### src/rtl/dtw_pkg.sv
// -----------------------------------------------------------------------------
// dtw_pkg
// Shared definitions for the DTW reference-load path:
//   - op-mode encodings (normal vs. load-reference)
//   - loader FSM state encoding
//   - status-word field layout posted to the sink FIFO after a load
// No ports; imported by dtw_ref_loader.
// -----------------------------------------------------------------------------
package dtw_pkg;

    localparam logic MODE_NORMAL   = 1'b0;
    localparam logic MODE_LOAD_REF = 1'b1;

    typedef enum logic [1:0] {
        ST_IDLE = 2'd0,
        ST_LOAD = 2'd1,
        ST_ACK  = 2'd2
    } ld_state_e;

    // Status word: bit 31 flags a rejected length, bits 30:0 carry the
    // number of samples actually written.
    localparam int ERR_BIT     = 31;
    localparam int CNT_FIELD_W = 31;

    function automatic logic [31:0] status_word(input logic err,
                                                input logic [CNT_FIELD_W-1:0] cnt);
        return {err, cnt};
    endfunction

endpackage

### src/rtl/dtw_ref_loader.sv
// -----------------------------------------------------------------------------
// dtw_ref_loader
// Drains packed reference samples (two WIDTH-bit samples per 32-bit word)
// from the FWFT source FIFO and writes them to consecutive addresses of the
// reference memory. On completion it posts one status word to the sink FIFO
// and, if the length was legal, raises the sticky ref_load_done flag.
//
// Ports:
//   clk, rst_n          clock, asynchronous active-low reset
//   rs, op_mode         start strobe (sampled in IDLE) and mode select
//   ref_len             number of samples to load
//   busy                high from accepted start until back in IDLE
//   ref_load_done       sticky "reference memory complete" flag
//   src_fifo_*          source FIFO clear / pop / empty / FWFT data
//   sink_fifo_*         status-word write / full / data / last
//   ref_wren/addr/wdata reference memory write port (registered)
// -----------------------------------------------------------------------------
module dtw_ref_loader
    import dtw_pkg::*;
#(
    parameter int          WIDTH            = 16,
    parameter int          AXIS_WIDTH       = 32,
    parameter int          REFMEM_PTR_WIDTH = 20,
    parameter int unsigned REF_MAX          = 2**REFMEM_PTR_WIDTH
) (
    input  logic                        clk,
    input  logic                        rst_n,
    input  logic                        rs,
    input  logic                        op_mode,
    input  logic [AXIS_WIDTH-1:0]       ref_len,
    output logic                        busy,
    output logic                        ref_load_done,
    output logic                        src_fifo_clear,
    output logic                        src_fifo_rden,
    input  logic                        src_fifo_empty,
    input  logic [31:0]                 src_fifo_data,
    output logic                        sink_fifo_wren,
    input  logic                        sink_fifo_full,
    output logic [31:0]                 sink_fifo_data,
    output logic                        sink_fifo_last,
    output logic                        ref_wren,
    output logic [REFMEM_PTR_WIDTH-1:0] ref_addr,
    output logic [WIDTH-1:0]            ref_wdata
);

    localparam int CW = REFMEM_PTR_WIDTH + 1;  // count can hold REF_MAX itself

    // Length bound widened by one bit so REF_MAX never truncates at AXIS_WIDTH.
    localparam logic [AXIS_WIDTH:0] REF_MAX_W = (AXIS_WIDTH+1)'(REF_MAX);

    ld_state_e                   state_q, state_d;
    logic [CW-1:0]               count_q, count_d;
    logic [CW-1:0]               len_q, len_d;
    logic                        half_q, half_d;
    logic                        err_q, err_d;
    logic                        done_q, done_d;
    logic                        ref_wren_q, ref_wren_d;
    logic [REFMEM_PTR_WIDTH-1:0] ref_addr_q, ref_addr_d;
    logic [WIDTH-1:0]            ref_wdata_q, ref_wdata_d;
    logic                        sink_wren_q, sink_wren_d;
    logic                        sink_last_q, sink_last_d;
    logic [31:0]                 sink_data_q, sink_data_d;

    logic             start;
    logic             len_ok;
    logic             consume;
    logic             last_sample;
    logic [WIDTH-1:0] half_sel;

    assign start   = rs && (op_mode == MODE_LOAD_REF);
    assign len_ok  = (ref_len != '0) && ({1'b0, ref_len} <= REF_MAX_W);
    assign consume = (state_q == ST_LOAD) && !src_fifo_empty;

    // count_q is the index of the sample being consumed this cycle.
    assign last_sample = (count_q == (len_q - 1'b1));
    assign half_sel    = half_q ? src_fifo_data[2*WIDTH-1:WIDTH]
                                : src_fifo_data[WIDTH-1:0];

    // Pop after the high half, or early when the low half is the final
    // sample of an odd-length load (the upper half is then dropped).
    assign src_fifo_rden = consume && (half_q || last_sample);

    always_comb begin
        state_d     = state_q;
        count_d     = count_q;
        len_d       = len_q;
        half_d      = half_q;
        err_d       = err_q;
        done_d      = done_q;
        ref_wren_d  = 1'b0;
        ref_addr_d  = ref_addr_q;
        ref_wdata_d = ref_wdata_q;
        sink_wren_d = 1'b0;
        sink_last_d = 1'b0;
        sink_data_d = sink_data_q;

        unique case (state_q)
            ST_IDLE: begin
                if (start) begin
                    done_d  = 1'b0;
                    count_d = '0;
                    half_d  = 1'b0;
                    len_d   = ref_len[CW-1:0];
                    err_d   = !len_ok;
                    state_d = len_ok ? ST_LOAD : ST_ACK;
                end
            end
            ST_LOAD: begin
                if (consume) begin
                    ref_wren_d  = 1'b1;
                    ref_addr_d  = count_q[REFMEM_PTR_WIDTH-1:0];
                    ref_wdata_d = half_sel;
                    count_d     = count_q + 1'b1;
                    half_d      = !half_q;
                    if (last_sample) begin
                        state_d = ST_ACK;
                    end
                end
            end
            ST_ACK: begin
                if (sink_wren_q) begin
                    // Status word went out last cycle; wrap up.
                    done_d  = !err_q;
                    state_d = ST_IDLE;
                end else if (!sink_fifo_full) begin
                    sink_wren_d = 1'b1;
                    sink_last_d = 1'b1;
                    sink_data_d = status_word(err_q, CNT_FIELD_W'(count_q));
                end
            end
            default: begin
                state_d = ST_IDLE;
            end
        endcase
    end

    always_ff @(posedge clk or negedge rst_n) begin
        if (!rst_n) begin
            state_q     <= ST_IDLE;
            count_q     <= '0;
            len_q       <= '0;
            half_q      <= 1'b0;
            err_q       <= 1'b0;
            done_q      <= 1'b0;
            ref_wren_q  <= 1'b0;
            ref_addr_q  <= '0;
            ref_wdata_q <= '0;
            sink_wren_q <= 1'b0;
            sink_last_q <= 1'b0;
            sink_data_q <= '0;
        end else begin
            state_q     <= state_d;
            count_q     <= count_d;
            len_q       <= len_d;
            half_q      <= half_d;
            err_q       <= err_d;
            done_q      <= done_d;
            ref_wren_q  <= ref_wren_d;
            ref_addr_q  <= ref_addr_d;
            ref_wdata_q <= ref_wdata_d;
            sink_wren_q <= sink_wren_d;
            sink_last_q <= sink_last_d;
            sink_data_q <= sink_data_d;
        end
    end

    assign busy           = (state_q != ST_IDLE);
    assign src_fifo_clear = (state_q == ST_IDLE);
    assign ref_load_done  = done_q;
    assign ref_wren       = ref_wren_q;
    assign ref_addr       = ref_addr_q;
    assign ref_wdata      = ref_wdata_q;
    assign sink_fifo_wren = sink_wren_q;
    assign sink_fifo_last = sink_last_q;
    assign sink_fifo_data = sink_data_q;

endmodule

### config.mk
export PLATFORM = sky130hd
export DESIGN_NAME = dtw_ref_loader
export DESIGN_NICKNAME = d
export VERILOG_FILES = /design/src/rtl/dtw_pkg.sv /design/src/rtl/dtw_ref_loader.sv
export SDC_FILE = /design/constraint.sdc
export NUM_CORES = 1
export LEC_CHECK = 0
export BUFFER_PORTS_ARGS = -buffer_cell sky130_fd_sc_hd__buf_2
export CAP_MARGIN = 20
export CORE_UTILIZATION = 40
export DETAILED_ROUTE_END_ITERATION = 8
export HOLD_SLACK_MARGIN = 0.12
export PLACE_DENSITY = 0.66
export SYNTH_ARGS = -nofsm -noshare
export SYNTH_HDL_FRONTEND = slang
export SYNTH_SLANG_ARGS = --single-unit
### constraint.sdc
create_clock -name clk -period 4 [get_ports clk]
set_input_delay 1.2 -clock clk [delete_from_list [all_inputs] [get_ports clk]]
set_output_delay 1.2 -clock clk [all_outputs]
set_load 0.005 [all_outputs]
After elaboration in Yosys (flattened, before gate mapping):

Cells that the tools add are included.

* bits in registers: 107
* bits of input ports: 70
* output and inout bits: 75
* logic and storage cells: 63

* $add $sub $neg: 2
* order comparisons: 1
* equality and inequality tests: 7
* mux-type cells: 20
* bitwise gates (word level): 2
* reduce and logical (&&, ||, !) cells: 20

Operators with widths (count)
* two-way mux 21 bit: 2
* one-hot mux 21 bit (2 select lines): 1
* less-or-equal comparator 32 x 21 -> 1 bit, second input constant: 1
* nonzero test 32 bit: 1
* adder 21 x 1 -> 21 bit, second input constant: 1
* equality test 21 bit: 1
* subtractor 21 x 1 -> 21 bit, second input constant: 1
* two-way mux 16 bit: 1
* two-way mux 2 bit: 5
* AND reduction 3 bit: 3
* two-way mux 1 bit: 8
* != test 2 bit, second input constant: 3
* one-hot mux 2 bit (3 select lines): 1
* nonzero test 2 bit: 3
* logical AND 1 bit: 4
* zero test 1 bit: 4
* one-hot mux 1 bit (2 select lines): 2
* AND reduction 2 bit: 2
* AND reduction 4 bit: 1
* equality test 2 x 1 -> 1 bit, second input constant: 1
* equality test 2 bit, second input constant: 1
* zero test 2 bit: 1
* != test 2 x 1 -> 1 bit, second input constant: 1
* NOT 1 bit: 2
* logical OR 1 bit: 1

Longest topological paths before layout:

Gate-level depths: netlist (run 1).

* depth after elaboration: 5
* mapped depth: 9
* depth with buffers taken out: 9

Worst setup path after synthesis (run 1):

Ideal clock, no wire load.

* kind: flip-flop to output port
* start: reg len_q[3]
* end: out src_fifo_rden
* arrival: 2734 ps
* required time: 2800 ps
* slack: 66 ps
* cell stages (with the launch flop): 9
* buffers on the path: 1
* cells stage by stage: dfrtp_1 > buf_6 > or4_4 > nor4_2 > mux2_2 > a2111oi_1 > nand4b_1 > nor4_2 > o21a_1

* longest elaborated chain between the ends: 4

Ends and longest elaborated chain
* start, declared: RTL line dtw_ref_loader.sv:53 `logic [CW-1:0] len_q, len_d;`
* start signal, assigned: RTL line dtw_ref_loader.sv:154 `len_q <= len_d;`
* subtractor 21 x 1 -> 21 bit: RTL line dtw_ref_loader.sv:75 `assign last_sample = (count_q == (len_q - 1'b1));`
* equality test 21 bit: RTL line dtw_ref_loader.sv:75
* logical OR 1 bit: RTL line dtw_ref_loader.sv:81 `assign src_fifo_rden = consume && (half_q || last_sample);`
* logical AND 1 bit: RTL line dtw_ref_loader.sv:81
* end, declared: RTL line dtw_ref_loader.sv:34 `output logic src_fifo_rden,`

Every way passes these cells.

Worst setup path after layout (run 1):

* start: reg len_q[0]
* end: out src_fifo_rden

Same word-level chain as after synthesis.

==> impl_metrics.json, run 1 <==
{
  "status": "finished with violations",
  "violations": "negative setup slack",
  "dp_slack_ns": -0.0810,
  "finalSetupViolCount": 1,
  "worst_hold_slack_ns": 0.499,
  "avgRoutedWirePerCell_um": 15.8,
  "relSlewSlack_pct": 39.5,
  "slew_violations": 0,
  "hold_viol": 0,
  "layout_common_cells": "133 x buf_2, 107 x dfrtp_1, 61 x mux2_2, 42 x nor2_1, 31 x buf_4",
  "synth.cell_area_um2": 5360,
  "vias_per_cell": 5.21,
  "use_met2_pct": 34.6,
  "ys_warn_count": 0,
  "grt_max_degree": 74,
  "grt.overflow.total": 0,
  "fp.dieArea_um2": 13900,
  "rr_worst_depth": 9,
  "powerDensity_nw_per_um2": 476,
  "grt_pass1_vias": 4347,
  "portBuffers": 134,
  "dr.pass1.iters": 6,
  "combPwrFrac_pct": 29.5,
  "track_usage_pct": 19.6,
  "finalPower_uw": 3180,
  "rows": 41,
  "critPathLaunch": "len_q[0]$_DFFE_PN0P_",
  "drtAntennaViolNets": 0,
  "synth.avg_cell_area_um2": 11.0,
  "period_share_pct": 103,
  "drc": 0,
  "final_common_cell": "buf_2",
  "fillers": 1190,
  "pwr-share-seq_pct": 44.8,
  "arrival_ns": 2.94,
  "clockPowerShare_pct": 25.7,
  "nets": 710,
  "hpwl_um": 9590,
  "path_clk_slew_ns": 0.07,
  "switchingPower_uw": 1000,
  "hp-start": "ref_addr[8]$_DFFE_PN0P_",
  "internal_power_uw": 2170,
  "cp-start-kind": "flip-flop",
  "rsz0062_at_grt": "yes",
  "num_vias": 4237,
  "synth_enable_flop_cells": 0,
  "ys_types": 55,
  "setup.worst_path.class": "flip-flop to primary output",
  "die_h_um": 118,
  "met1_usage_pct": 23.6,
  "htree_levels": 3,
  "placed_cells": 794,
  "layout-drive-gt1-share_pct": 39.9,
  "antenna_found_initial": 0,
  "hold_class": "flip-flop to flip-flop",
  "routabilityCongestion": 0.852,
  "met3_usage_pct": 4.07,
  "fmax_ghz": 0.242,
  "clock_sinks": 107,
  "die_width_um": 118,
  "insertion_delay_ns": 0.35,
  "top_usage_layer": "met2",
  "antenna_cells": 0,
  "ys_seq_elements": 107,
  "synthArstFlopShare_pct": 100,
  "area_growth_pct": 24.6,
  "drt_iter0_drc": 189,
  "tritoncts": "built",
  "fin_skew_ns": 0.00937,
  "ios": 145,
  "clockRootBuffer": "clkbuf_16",
  "worst_pin_slew_ns": 0.907,
  "yosysSeqAreaShare_pct": 50.0,
  "required_ns": 2.80,
  "finalCriticalPeriod_ns": 4.14,
  "power.leakage_uw": 0.00322,
  "vdd_drop_max_uv": 300,
  "min_path_cells": 1,
  "setup_ws_ns": -0.140,
  "max-cap-violations": 0,
  "start_util_pct": 41.8,
  "finalNonFillerCells": 814,
  "synth_ff_type": "dfrtp_1",
  "cts_made_buffers": 9,
  "syn_inst": 489,
  "end_kind": "primary output",
  "r2r_start": "len_q[8]$_DFFE_PN0P_",
  "wirelength_um": 12800,
  "switching_share_pct": 31.5,
  "clk_path_buf_depth": 2,
  "coreArea_um2": 12800,
  "utilization_pct": 52.0,
  "grt_pass1_wl_um": 21600,
  "cp_max_fo": 4
}
==> power by group through the flow <==
stage	registers [uW]	logic (uW)	clock network (uW)
2_1_floorplan	1430	549	0
3_3_place_gp	1430	905	0
3_5_place_dp	1440	917	0
4_1_cts	1420	945	843
5_1_grt	1450	1030	885
6_report	1420	938	816
==> area by class of cell <==
type | instances | area, um2 | area share [%]
Clock buffer | 11 | 243 | 3.64
Timing Repair Buffer | 165 | 910 | 13.6
Inverter | 9 | 33.8 | 0.506
Multi-Input combinational cell | 346 | 2570 | 38.5
Tap cell | 172 | 215 | 3.22
Clock inverter | 4 | 27.5 | 0.412
Sequential cell | 107 | 2680 | 40.1
==> metrics by stage <==
step           instance area [um2]  setup TNS (ns)
3_5_place_dp                  6300         -0.0810
4_1_cts                       6670          -0.170
5_1_grt                       6670          -0.337
3_3_place_gp                  6300         -0.0418
6_report                      6670          -0.140
2_1_floorplan                 5390               0
==> path summary, 6_finish.rpt <==
path / endpoint / slack (ns)
worst max-delay path: src_fifo_rden / -0.14
worst min-delay path: ref_addr[8]$_DFFE_PN0P_ / 0.50
worst max register to register: state_q[0]$_DFFE_PN0P_ / 1.05
worst min register to register: ref_addr[8]$_DFFE_PN0P_ / 0.50
max in group asynchronous: ref_addr[4]$_DFFE_PN0P_ / 2.19
min in group asynchronous: count_q[15]$_DFFE_PN0P_ / 0.98
==> state kept, by name, summed over array words and instances, names as in the netlist <==
name / count
count_q: 21
err_q: 1
half_q: 1
len_q: 21
ref_addr: 20
ref_load_done: 1
ref_wdata: 16
ref_wren: 1
sink_fifo_data: 22
sink_fifo_last: 1
state_q: 2
==> cell families (layout without fill, tap and decap cells) <==
logic type,Yosys count,after routing,share of synthesized area [%]
buf+inv,45,189,4.07
other cells,1,10,0.0700
flops,107,107,50.0
compound gates,68,68,7.83
xor+xnor,35,35,5.72
simple gates,147,147,14.7
mux,84,84,17.1
fa+ha+maj,2,2,0.467
==> cells in the mapped netlist (8+ instances only) <==
library cell	count	area [um2]
buf_4	11	82.6
nor3_1	11	55.1
nand3_1	10	50.1
clkbuf_1	21	78.8
xnor2_1	13	114
mux2i_1	22	220
nand2_1	23	86.3
nor4_1	13	81.3
and3_1	8	50.1
o21ai_0	21	105
a21oi_1	24	120
xor2_1	22	193
dfrtp_1	107	2680
inv_1	9	33.8
nor2_1	44	165
mux2_2	62	698
nand4_1	8	50.1
==> worst max-delay path: stages (launching register included) <==
cell	delay, ns
dfrtp_1	0.37
buf_4	0.14
inv_1	0.07
ha_1	0.20
or4b_2	0.64
nor4_4	0.22
nor4bb_1	0.24
nor3_1	0.12
nor4_4	0.33
o21a_1	0.14
buf_2	0.11
==> layer usage <==
| layer | wire (um) | vias to the layer above | part of all wire, % |
|---|---|---|---|
| met4 | 214 | 0 | 1.7 |
| met2 | 6600 | 115 | 51 |
| met5 | 0 | - | 0 |
| li1 | - | 2033 | - |
| met1 | 5430 | 2073 | 42 |
| met3 | 584 | 16 | 4.6 |
==> what timing repair did <==
action	in CTS	in global routing
endpoints found under the setup margin	1	1
resized for setup	9	1
pin swaps	6	1
hold buffers	0	0
buffers inserted	5	0
Note: power is estimated with default switching activity, not from simulation.
==> run 2: changes to the inputs <==
ABC_AREA = 1   (was not set)
==> run 2 against run 1 <==
  * The run now ends clean
  * Combinational power fell by 2.1%
  * Clock skew barely moved
  * Register-to-register slack improved by 0.76 ns
  * Worst hold slack got worse by 0.021 ns
  * Utilization fell by 2.6 points
  * Sequential cell count did not move
==> impl_metrics.json, run 2 <==
{
  "portBuffers": 134,
  "post-cts-setup-buffers": 0,
  "vias_per_cell": 4.72,
  "grt.overflow.total": 0,
  "slowest_delay_ns": 0.40,
  "synth_adder_area_share_pct": 0.455,
  "grt_pass1_wl_um": 21400,
  "fin_tns_setup_ns": 0,
  "r2r-end": "ref_load_done$_DFFE_PN0P_",
  "start_util_pct": 41.2,
  "setup.worst_path.class": "flip-flop to primary output",
  "required_ns": 2.80,
  "syn_inst": 714,
  "antenna_cells": 0,
  "ys_seq_elements": 107,
  "die_width_um": 119,
  "dr.pass1.iters": 5,
  "synth-compound-area-share_pct": 11.9,
  "slew_violations": 0,
  "finalSetupViolCount": 0,
  "layout_common_cells": "208 x nand2_1, 133 x buf_2, 107 x dfrtp_1, 78 x nor2_1, 74 x o21ai_0",
  "end_kind": "primary output",
  "ys_types": 35,
  "avgRoutedWirePerCell_um": 12.8,
  "area_growth_pct": 19.8,
  "crit_top_cell": "nand2_1",
  "drc": 0,
  "synth_area_leaders": "dfrtp_1 49%, nand2_1 14%, o21ai_0 6.7%, nor2_1 5.3%, inv_1 4.6%",
  "drt_iter0_drc": 291,
  "fmax_ghz": 0.283,
  "yosys.area_share.simple_pct": 27.7,
  "worst_pin_slew_ns": 0.689,
  "track_usage_pct": 19.0,
  "fp.dieArea_um2": 14200,
  "max-cap-violations": 0,
  "clockRootBuffer": "clkbuf_16",
  "drtAntennaViolNets": 0,
  "arrival_ns": 2.34,
  "ios": 145,
  "rr_worst_depth": 7,
  "cp_cell_sequence": "inv_1 -> ha_1 -> nand2_1 -> inv_1 -> nand2_1 -> o21ai_0 -> nand2_1 -> nor2_1 -> nand2_1 -> nor2_1 -> nand3_1 -> a21oi_1 -> buf_2",
  "place_area_um2": 6310,
  "die_h_um": 119,
  "cp_num_buf_inv": 3,
  "layout-drive-gt1-share_pct": 21.7,
  "rows": 42,
  "finalCriticalPeriod_ns": 3.54,
  "clk_path_buf_depth": 2,
  "hpwl_um": 9900,
  "powerDensity_nw_per_um2": 478,
  "htree_levels": 3,
  "fin_skew_ns": 0.00892,
  "synth_ff_type": "dfrtp_1",
  "cp_max_fo": 4,
  "insertion_delay_ns": 0.35,
  "hold_viol": 0,
  "synth_top_area_share_pct": 48.6,
  "synthMuxAreaShare_pct": 0,
  "wirelength_um": 13100,
  "routabilityCongestion": 0.844,
  "grt_max_degree": 72,
  "hp-start": "ref_wdata[0]$_DFFE_PN0P_",
  "slowest_stage": "dfrtp_1",
  "r2r_start": "state_q[0]$_DFFE_PN0P_",
  "cts_made_buffers": 9,
  "synth_commonest_cells": "208 x nand2_1, 107 x dfrtp_1, 78 x nor2_1",
  "synth_xor_area_share_pct": 2.71,
  "final_common_cell": "nand2_1",
  "period_share_pct": 88.4,
  "cp-start-kind": "flip-flop",
  "cp_top_family": "simple AND/OR/NAND/NOR gates",
  "yosysSeqAreaShare_pct": 48.6,
  "reg2reg_slack_ns": 1.81,
  "grt_pass1_vias": 4311,
  "synth_enable_flop_cells": 0,
  "synth.avg_cell_area_um2": 7.71,
  "clock_sinks": 107,
  "largest_reg_flops": 22,
  "ys_warn_count": 0,
  "status": "completed",
  "num_vias": 4821,
  "coreArea_um2": 13300,
  "hold_buffers": 0,
  "cts_resized": 0,
  "vdd_drop_max_uv": 187,
  "path_clk_slew_ns": 0.07,
  "fin_area_um2": 6590,
  "power.leakage_uw": 0.00350,
  "hold_class": "flip-flop to flip-flop",
  "rsz0062_at_grt": "no",
  "nets": 912,
  "post-synth-top-count-cell": "nand2_1",
  "synth_top_family_by_area": "simple AND/OR/NAND/NOR gates",
  "tritoncts": "built",
  "synth_top_area_cell": "dfrtp_1",
  "synth.cell_area_um2": 5500,
  "antenna_found_initial": 0,
  "holdPathEnd": "ref_wdata[0]$_DFFE_PN0P_",
  "min_path_cells": 2,
  "relSlewSlack_pct": 53.8,
  "synthArstFlopShare_pct": 100
}
==> run 2: how the worst max path moves through the flow <==
stage / start / end / slack [ns] / depth (start not counted)
2_1_floorplan: src_fifo_empty / src_fifo_rden / 1.01 / 4
3_3_place_gp: len_q[0]$_DFFE_PN0P_ / src_fifo_rden / 0.90 / 13
3_5_place_dp: len_q[0]$_DFFE_PN0P_ / src_fifo_rden / 0.85 / 13
4_1_cts: len_q[0]$_DFFE_PN0P_ / src_fifo_rden / 0.46 / 13
5_1_grt: len_q[0]$_DFFE_PN0P_ / src_fifo_rden / 0.24 / 13
6_report: len_q[0]$_DFFE_PN0P_ / src_fifo_rden / 0.46 / 13
==> run 2: metal layers <==
layer  global-route usage (%)  up-vias  share of wire [%]
li1                         -     2511                  -
met2                     28.4      120                 42
met4                     5.31        0                1.2
met3                     4.65       13                6.0
met5                        0        -                  0
met1                     27.4     2177                 51
==> run 2: where the power goes <==
group | switching [uW] | internal [uW]
logic | 574 | 344
clock network | 420 | 436
registers | 151 | 1220
total | 1150 | 2000
==> run 2: cell families after synthesis <==
| logic type | count (synthesis) |
|---|---|
| simple gates | 356 |
| compound gates | 119 |
| buf+inv | 112 |
| flops | 107 |
| xor+xnor | 17 |
| fa+ha+maj | 2 |
| other cells | 1 |
==> run 2: worst register-to-register path: stages (launching register included) <==
cell,delay (ns)
dfrtp_1,0.41
inv_1,0.09
nand2_1,0.11
nor2_2,0.38
clkinv_1,0.69
nand2_1,0.27
nor2_1,0.06
a21oi_1,0.11
==> run 2: through the flow <==
| stage | hold slack (ns) | worst slack (ns) | utilization, % | std cells | total power [uW] |
|---|---|---|---|---|---|
| floorplan | 0.465 | 1.01 | - | 723 | 2060 |
| global placement | 0.452 | 0.901 | 47.3 | 1005 | 2300 |
| detailed placement | 0.464 | 0.850 | 47.3 | 1005 | 2320 |
| CTS | 0.483 | 0.463 | 49.4 | 1021 | 3190 |
| global route | 0.500 | 0.244 | 49.4 | 1021 | 3400 |
| finish | 0.479 | 0.462 | 49.4 | 1021 | 3150 |
==> run 2: final cells by class <==
cell class	count	area, um2
flip-flops and latches	107	2680
well taps	176	220
clock buffers	10	229
repair buffers	139	723
multi-input cells	504	2390
clock inverters	6	56.3
fillers	1369	6750
inverters	79	297
==> run 3: changes to the inputs <==
ABC_AREA = 0   (was 1)
RECOVER_POWER = 50   (was not set)
SLEW_MARGIN = 20   (was not set)
==> run 3 against run 2 <==
  * The flow now finishes with violations (max-capacitance violations, max-slew violations, negative setup slack)
  * Global-route usage up 0.57 points
  * Die area fell by 2.7%
  * First-iteration DRC count is 40% lower
  * Largest power group unchanged
==> impl_metrics.json, run 3 (synthesis results as in run 1) <==
{
  "clk_path_buf_depth": 2,
  "vias_per_cell": 5.19,
  "portBuffers": 134,
  "hold_class": "flip-flop to flip-flop",
  "finalSetupViolCount": 1,
  "end_kind": "primary output",
  "powerDensity_nw_per_um2": 477,
  "routabilityCongestion": 0.852,
  "htree_levels": 3,
  "die_width_um": 118,
  "multi_input_area_um2": 2560,
  "arrival_ns": 2.94,
  "wl_met2_um": 6660,
  "finalCriticalPeriod_ns": 4.14,
  "start_util_pct": 41.8,
  "violations": "max-capacitance violations, max-slew violations, negative setup slack",
  "antenna_found_initial": 0,
  "dr_wl_met3_um": 583,
  "path_clk_slew_ns": 0.07,
  "rows": 41,
  "fmax_ghz": 0.241,
  "avgRoutedWirePerCell_um": 15.7,
  "cp-start-kind": "flip-flop",
  "fin_skew_ns": 0.00932,
  "fp.dieArea_um2": 13900,
  "max-cap-violations": 1,
  "drtAntennaViolNets": 0,
  "layout_common_cells": "131 x buf_2, 107 x dfrtp_1, 61 x mux2_2, 42 x nor2_1, 25 x buf_4",
  "highest_layer": "met4",
  "antenna_cells": 0,
  "coreArea_um2": 12800,
  "required_ns": 2.80,
  "clockRootBuffer": "clkbuf_16",
  "insertion_delay_ns": 0.35,
  "grt_pass1_vias": 4347,
  "period_share_pct": 104,
  "cp_max_fo": 4,
  "largest_reg_flops": 22,
  "area_growth_pct": 24.1,
  "setup_ws_ns": -0.143,
  "fin_tns_setup_ns": -0.143,
  "ios": 145,
  "relSlewSlack_pct": -18.1,
  "vdd_drop_max_uv": 301,
  "clock_sinks": 107,
  "grt_pass1_wl_um": 21600,
  "regArea_um2": 2680,
  "fillers": 1195,
  "hpwl_um": 9590,
  "drt_iter0_drc": 175,
  "num_vias": 4221,
  "hold_viol": 0,
  "nets": 710,
  "cts_made_buffers": 9,
  "slew_violations": 74,
  "wirelength_um": 12800,
  "grt.overflow.total": 0,
  "final_common_cell": "buf_2",
  "wl_met1_um": 5410,
  "layout-drive-gt1-share_pct": 38.8,
  "setup.worst_path.class": "flip-flop to primary output",
  "power.leakage_uw": 0.00320,
  "status": "finished with violations",
  "die_h_um": 118,
  "drc": 0,
  "track_usage_pct": 19.6,
  "dr.pass1.iters": 5,
  "utilization_pct": 51.8,
  "reg2reg_slack_ns": 1.05,
  "tritoncts": "built",
  "worst_pin_slew_ns": 1.77,
  "rsz0062_at_grt": "yes",
  "grt_max_degree": 74
}
run 3: cell types whose count changed in the layout (fill, tap and decap cells not counted), moves of 22 or more:
cell,previous run,this run
mux2_2,0,61
nor2_1,78,42
o21ai_0,74,21
inv_1,68,9
nand2_1,208,23
mux2i_1,0,22
run 3: power by group:
group	leakage, uW	switching (uW)	internal [uW]
Combinational	0.00169	473	463
Sequential	0.00138	147	1270
Clock	0.000124	381	435
Total	0.00320	1000	2170
run 3: path summary, 6_finish.rpt:
kind / endpoint / start / cells past startpoint
min in group asynchronous: count_q[15]$_DFFE_PN0P_ / rst_n / 1
worst max-delay path: src_fifo_rden / len_q[0]$_DFFE_PN0P_ / 10
worst min-delay path: ref_addr[8]$_DFFE_PN0P_ / ref_addr[8]$_DFFE_PN0P_ / 1
worst max register to register: state_q[0]$_DFFE_PN0P_ / len_q[8]$_DFFE_PN0P_ / 9
max in group asynchronous: ref_addr[4]$_DFFE_PN0P_ / rst_n / 2
worst min register to register: ref_addr[8]$_DFFE_PN0P_ / ref_addr[8]$_DFFE_PN0P_ / 1
run 3: per-layer routing:
layer	vias to the layer above	GRT usage, %
li1	2030	-
met5	-	0
met1	2074	23.6
met4	0	6.73
met2	105	34.6
met3	12	4.07
run 3: per-stage QoR:
stage                     worst slack (ns)  std cells  hold slack [ns]  cell area, um2  power, uW
after floorplan                     0.0664        498            0.474            5390       1970
after global placement             -0.0418        794            0.484            6300       2330
after detailed placement           -0.0810        794            0.490            6300       2350
after CTS                           -0.170        814            0.505            6670       3210
after global routing                -0.337        814            0.521            6650       3370
final                               -0.143        814            0.499            6650       3170
run 3: cell type report:
cell class,instances,share of cell area [%]
Sequential cell,107,40.3
Multi-Input combinational cell,346,38.5
Timing Repair Buffer,165,13.3
Clock buffer,11,3.65
Tap cell,172,3.24
Inverter,9,0.508
Clock inverter,4,0.414
run 3: what timing repair did:
action                                  in CTS  in global routing
buffers inserted                             5                  0
endpoints found under the setup margin       1                  1
pin swaps                                    6                  1
gates resized for setup                      9                  1
hold buffers                                 0                  0
run 3: worst max-delay path, stage by stage, from the launching register on:
cell,delay (ns)
dfrtp_1,0.37
buf_4,0.14
inv_1,0.07
ha_1,0.21
or4b_2,0.64
nor4_4,0.22
nor4bb_1,0.24
nor3_1,0.12
nor4_4,0.33
o21a_1,0.14
buf_2,0.11
